[src/rtl/pwm_actuator.sv]
// pwm_actuator: signed command to sign/magnitude PWM drive with a per-period sample strobe.
// Optional slew limiting of the applied command is enabled by defining PWM_SLEW_LIMIT_EN.
module pwm_actuator #(
    parameter int CNT_W = 10
) (
    input  logic               clk,
    input  logic               reset_n,
    input  logic               enable,
    input  logic signed [15:0] cmd,
    input  logic [CNT_W-1:0]   period,
    input  logic [15:0]        max_step,
    output logic               sample_en,
    output logic               pwm_out,
    output logic               dir,
    output logic [CNT_W:0]     duty,
    output logic               sat
);
    typedef enum logic [1:0] {IDLE, RUN, STOP} state_t;
    state_t state_q, state_d;
    logic [CNT_W-1:0] cnt_q, cnt_d, period_q, period_d;
    logic signed [15:0] applied_q, applied_d, target;
    logic [CNT_W:0] duty_q, duty_d, raw, limit;
    logic [15:0] mag;
    logic dir_q, dir_d, sat_q, sat_d, pwm_q, pwm_d, wrap, latch;
`ifdef PWM_SLEW_LIMIT_EN
    logic signed [16:0] diff, step;
    always_comb begin
        diff = {cmd[15], cmd} - {applied_q[15], applied_q};
        step = {1'b0, max_step};
        target = diff > step ? applied_q + max_step : diff < -step ? applied_q - max_step : cmd;
    end
`else
    logic unused_max_step;
    assign unused_max_step = ^max_step;
    assign target = cmd;
`endif
    always_comb begin
        wrap = cnt_q == period_q;
        latch = (state_q == IDLE && enable) || (state_q == RUN && wrap);
        unique case (state_q)
            IDLE:    state_d = enable ? RUN : IDLE;
            RUN:     state_d = enable ? RUN : STOP;
            STOP:    state_d = wrap ? IDLE : enable ? RUN : STOP;
            default: state_d = IDLE;
        endcase
        cnt_d = (state_q == IDLE || wrap) ? '0 : cnt_q + 1'b1;
        period_d = latch ? period : period_q;
        applied_d = latch ? target : applied_q;
        // -32768 has no positive twin; treat it as full scale and flag it
        mag = applied_d == -16'sd32768 ? 16'd32767 : applied_d[15] ? 16'(-applied_d) : applied_d;
        raw = (CNT_W+1)'(mag >> (15 - CNT_W));
        limit = {1'b0, period_d} + 1'b1;
        duty_d = latch ? (raw > limit ? limit : raw) : duty_q;
        dir_d = latch ? applied_d[15] : dir_q;
        sat_d = latch ? (raw > limit || applied_d == -16'sd32768) : sat_q;
        pwm_d = state_d != IDLE && {1'b0, cnt_d} < duty_d;
    end
    always_ff @(posedge clk or negedge reset_n) begin
        if (!reset_n) begin
            state_q   <= IDLE;
            cnt_q     <= '0;
            period_q  <= '0;
            applied_q <= '0;
            duty_q    <= '0;
            dir_q     <= 1'b0;
            sat_q     <= 1'b0;
            pwm_q     <= 1'b0;
        end else begin
            state_q   <= state_d;
            cnt_q     <= cnt_d;
            period_q  <= period_d;
            applied_q <= applied_d;
            duty_q    <= duty_d;
            dir_q     <= dir_d;
            sat_q     <= sat_d;
            pwm_q     <= pwm_d;
        end
    end
    assign sample_en = state_q == RUN && wrap;
    assign pwm_out = pwm_q;
    assign dir = dir_q;
    assign duty = duty_q;
    assign sat = sat_q;
endmodule

[config.mk]
export PLATFORM = sky130hd
export DESIGN_NAME = pwm_actuator
export DESIGN_NICKNAME = d
export VERILOG_FILES = /design/src/rtl/pwm_actuator.sv
export SDC_FILE = /design/constraint.sdc
export NUM_CORES = 1
export LEC_CHECK = 0
export CORE_MARGIN = 2
export CORE_UTILIZATION = 54
export CTS_CLUSTER_DIAMETER = 80
export CTS_CLUSTER_SIZE = 30
export DETAILED_ROUTE_END_ITERATION = 10
export PLACE_DENSITY = 0.8
export SLEW_MARGIN = 20
export SYNTH_ARGS = -nofsm -noshare
export SYNTH_HDL_FRONTEND = slang
export SYNTH_SLANG_ARGS = --single-unit
[constraint.sdc]
create_clock -name clk -period 9 [get_ports clk]
set_clock_uncertainty 0.15 [all_clocks]
set_input_delay 1.8 -clock clk [delete_from_list [all_inputs] [get_ports clk]]
set_output_delay 1.8 -clock clk [all_outputs]
set_load 0.02 [all_outputs]
==> impl_results.md <==
- Critical path buffers and inverters: 2
- DRC Markers: 0
- Critical setup path kind: primary input to register
- Ports: 60
- DRT met1 WL: 3927 um
- Layout cell share with drive strength beyond 1: 0.07645
- Initial antenna violation count: 0
- Core Region: 6794 sq um
- Logic pwr share: 0.459
- Final Max Slew Viols: 0
- Post-CTS Setup Bufs: 0
- Die height: 87.60 um
- Met3 wire len: 375 um
- Hold_buf cts: 0
- Post-Syn Area: 3774 sq um
- Net count, final: 550
- Reg power frac: 0.357
- Pre-CTS setup slack: 1398 ps
- Routed len/inst: 15.76 um
- Dominant register cell in the synthesized netlist: dfrtp_1
- Setup TNS: 0 ps
- MaxCap Viol Count: 0
- Critical path startpoint category: primary input
- Max FO, Critical Path: 17
- Pwr dens: 215.5 nW/um^2
- Yosys top cell by area: dfrtp_1
- Initial drt markers: 150
- Gp weighted congestion: 0.8552
- Post-synth cell types: 61
- Most common cell on crit path: nand2_1
- FF+latch count, synth: 52
- Worst path max stage delay: 530 ps
- Synth warn: 0
- Initial Util: 0.5554
- Sw Ratio: 0.3988
- Routed wire length: 9139 um
- Critical path's slowest cell: clkdlybuf4s50_1
- Clock Latency Late Sink: 310 ps
- Final period util: 0.8144
- Row Count: 30
- Most frequent cells after synthesis: nand2_1, dfrtp_1, nor2_1
- CTS tree: built
- Ant diodes: 0
- Crit-path leading delay family: simple AND/OR/NAND/NOR gates
- Actual slew at the worst max-slew pin: 961.6 ps
- Largest net degree at the start of global routing: 53
- Global route overflow: 0
- DP Cell Count: 572
- Crit. End Element: register
- Async set or reset register ratio after synthesis: 1.000
- Yosys top cell area share: 0.3448
- Status: completed
- Vias in the first global route: 3,412
- Fill count: 585
- Switching Power: 377.3 uW
- CP required: 9110 ps
- RSZ-0062 raised after global routing: no
- Number of CTS-inserted buffers: 5
- Clock sink count: 52
- Post-synth EDFFs: 0
- PnR worst setup slack: 1670 ps
- Largest family of logic cells by synthesized area: simple AND/OR/NAND/NOR gates
- Leakage: 1.961 nW
- Top-count cell post-synth: nand2_1
- Clk slew on worst S/H paths: 100 ps
- Ranking of synthesized cells by area: dfrtp_1, nand2_1, ha_1
- XOR/XNOR share of the synthesized area: 0.1044
- Maximum VDD drop: 0.1071 mV
- Clock root cell: clkbuf_8
- Vias per cell: 5.776
- Vias: 3,350
- CTS resizes: 0
- Tmin final: 7330 ps
- Complex-gate fraction of the synthesized area: 0.1499
- Adder and majority gate portion of the synthesized area: 0.07294
- Top Metal Used: met4
- First-pass GRT wire length: 15,650 um
- Worst hold path type: register to register
- Hpwl dp: 7033 um
- Cells after Synth: 444
- Clk buf depth: 2
- Int Power: 568.7 uW
- Die X: 87.60 um
- Fin cells: 580
- Fmax: 0.1364 GHz
- Die area: 7673 sq um
- Antenna viol nets, final: 0
- Syn Nets: 511
- Post-Synth Simple-Gate Area: 0.2477
- Final setup violation count: 0
- Total GRT Usage: 0.2575
- Met2 wire length: 4606 um
- Worst slew margin: 0.3530
- Crit path DAT: 7440 ps
- H-tree depth: 2
- Final Hold Vio Count: 0
- PortBufs: 43
- Clock power share: 0.184
- Pre-antenna DRT Iters: 4
- Register area share after synthesis: 0.3448
- Avg Inst Size Synth: 8.499 sq um
- Mux contribution to synthesized area: 0.04277
- Synth-to-layout area growth: 16.35%
-- final timing paths --
path,startpoint,end,slack (ps),cells past startpoint
setup / recovery,enable,pwm_out$_DFF_PN0_,1670,26
hold / removal,dir$_DFFE_PN0N_,dir$_DFFE_PN0N_,340,2
setup reg to reg,period_q[2]$_DFF_PN0_,pwm_out$_DFF_PN0_,2180,26
hold reg to reg,dir$_DFFE_PN0N_,dir$_DFFE_PN0N_,340,2
max in group asynchronous,reset_n,duty[7]$_DFF_PN0_,6790,2
min in group asynchronous,reset_n,period_q[4]$_DFF_PN0_,1460,2
-- per-layer routing --
layer / vias up / track usage
met1: 1602 / 0.3163
met4: 0 / 0.1007
met5: - / 0
met2: 84 / 0.4559
met3: 22 / 0.03582
li1: 1642 / -
-- per-stage QoR --
stage	hold slack, ps	instance area, sq um	total power, mW	util
6_report	336.3	4390	0.9460	0.6462
5_1_grt	375.5	4390	1.016	0.6462
4_1_cts	341.3	4390	0.9478	0.6462
3_5_place_dp	316.5	4269	0.7732	0.6284
3_3_place_gp	311.0	4269	0.7572	0.6284
2_1_floorplan	296.6	3774	0.6219	-
-- registers in the layout (all words and copies together) (netlist names) --
register / count
period_q: 10
applied_q: 16
pwm_out: 1
duty: 11
cnt_q: 10
dir: 1
sat: 1
state_q: 2
-- kinds of logic after synthesis --
kind of cell	count (synthesis)
buffers and inverters	28
XOR/XNOR	45
AO/OA/AOI/OAI	77
AND/OR/NAND/NOR	204
other	1
flip-flops	52
multiplexers	15
adder cells (fa/ha/maj)	22
-- worst reg2reg max path, stage by stage, from the launching register on --
cell     delay [ps]
dfrtp_1         470
xnor2_1         230
nand4_1         250
o41ai_4         840
buf_4           360
nand2_1          80
nand2_1         100
ha_1            260
nand2_1         100
nor3_1          360
mux2i_1         160
xor2_1          170
ha_1            310
nand4_1         120
nor2_1          120
a21oi_1         100
or3_1           470
nor2_1          390
a221o_1         300
ha_1            260
a21o_1          160
a21o_1          170
a21o_1          180
a21oi_1         140
o21ai_0         130
o22a_1          190
a21bo_2         180
-- cells in the final DEF (no fill, tap or decap), types with 2 or more instances in the layout --
cell type,n
o41ai_1,3
or4_1,2
clkbuf_8,6
ha_1,22
a211o_1,2
o211ai_1,5
nor4_1,5
xor2_1,18
a221oi_1,3
o21ai_2,3
and3_1,4
o21a_1,2
mux2_2,6
mux2i_1,8
nand2_1,94
nor2_1,48
a21o_1,5
dfrtp_1,52
inv_1,11
xnor2_1,27
a211oi_1,4
nand4_1,7
clkdlybuf4s50_1,42
o31a_1,2
a221o_1,2
and2_1,3
or4_4,2
o31ai_1,6
a21oi_1,12
nand3_1,18
a31oi_1,3
o21ai_0,13
nor3_1,9
buf_4,6
or2_2,2
-- area by class of cell --
| class | instances | area [sq um] | area share |
|---|---|---|---|
| clock inverters | 2 | 38.79 | 0.008834 |
| clock buffers | 6 | 82.58 | 0.01881 |
| flip-flops and latches | 52 | 1301 | 0.2964 |
| well taps | 96 | 120.1 | 0.02736 |
| inverters | 11 | 41.29 | 0.009404 |
| multi-input cells | 364 | 2336 | 0.5321 |
| repair buffers | 49 | 470.5 | 0.1072 |
-- power groups by stage --
stage | combinational (mW) | sequential [mW] | clock [mW]
CTS | 0.434 | 0.337 | 0.177
global route | 0.486 | 0.345 | 0.185
global placement | 0.418 | 0.339 | 0
detailed placement | 0.431 | 0.342 | 0
finish | 0.434 | 0.338 | 0.174
floorplan | 0.269 | 0.353 | 0
No activity file was read; power rests on OpenSTA's default activity.
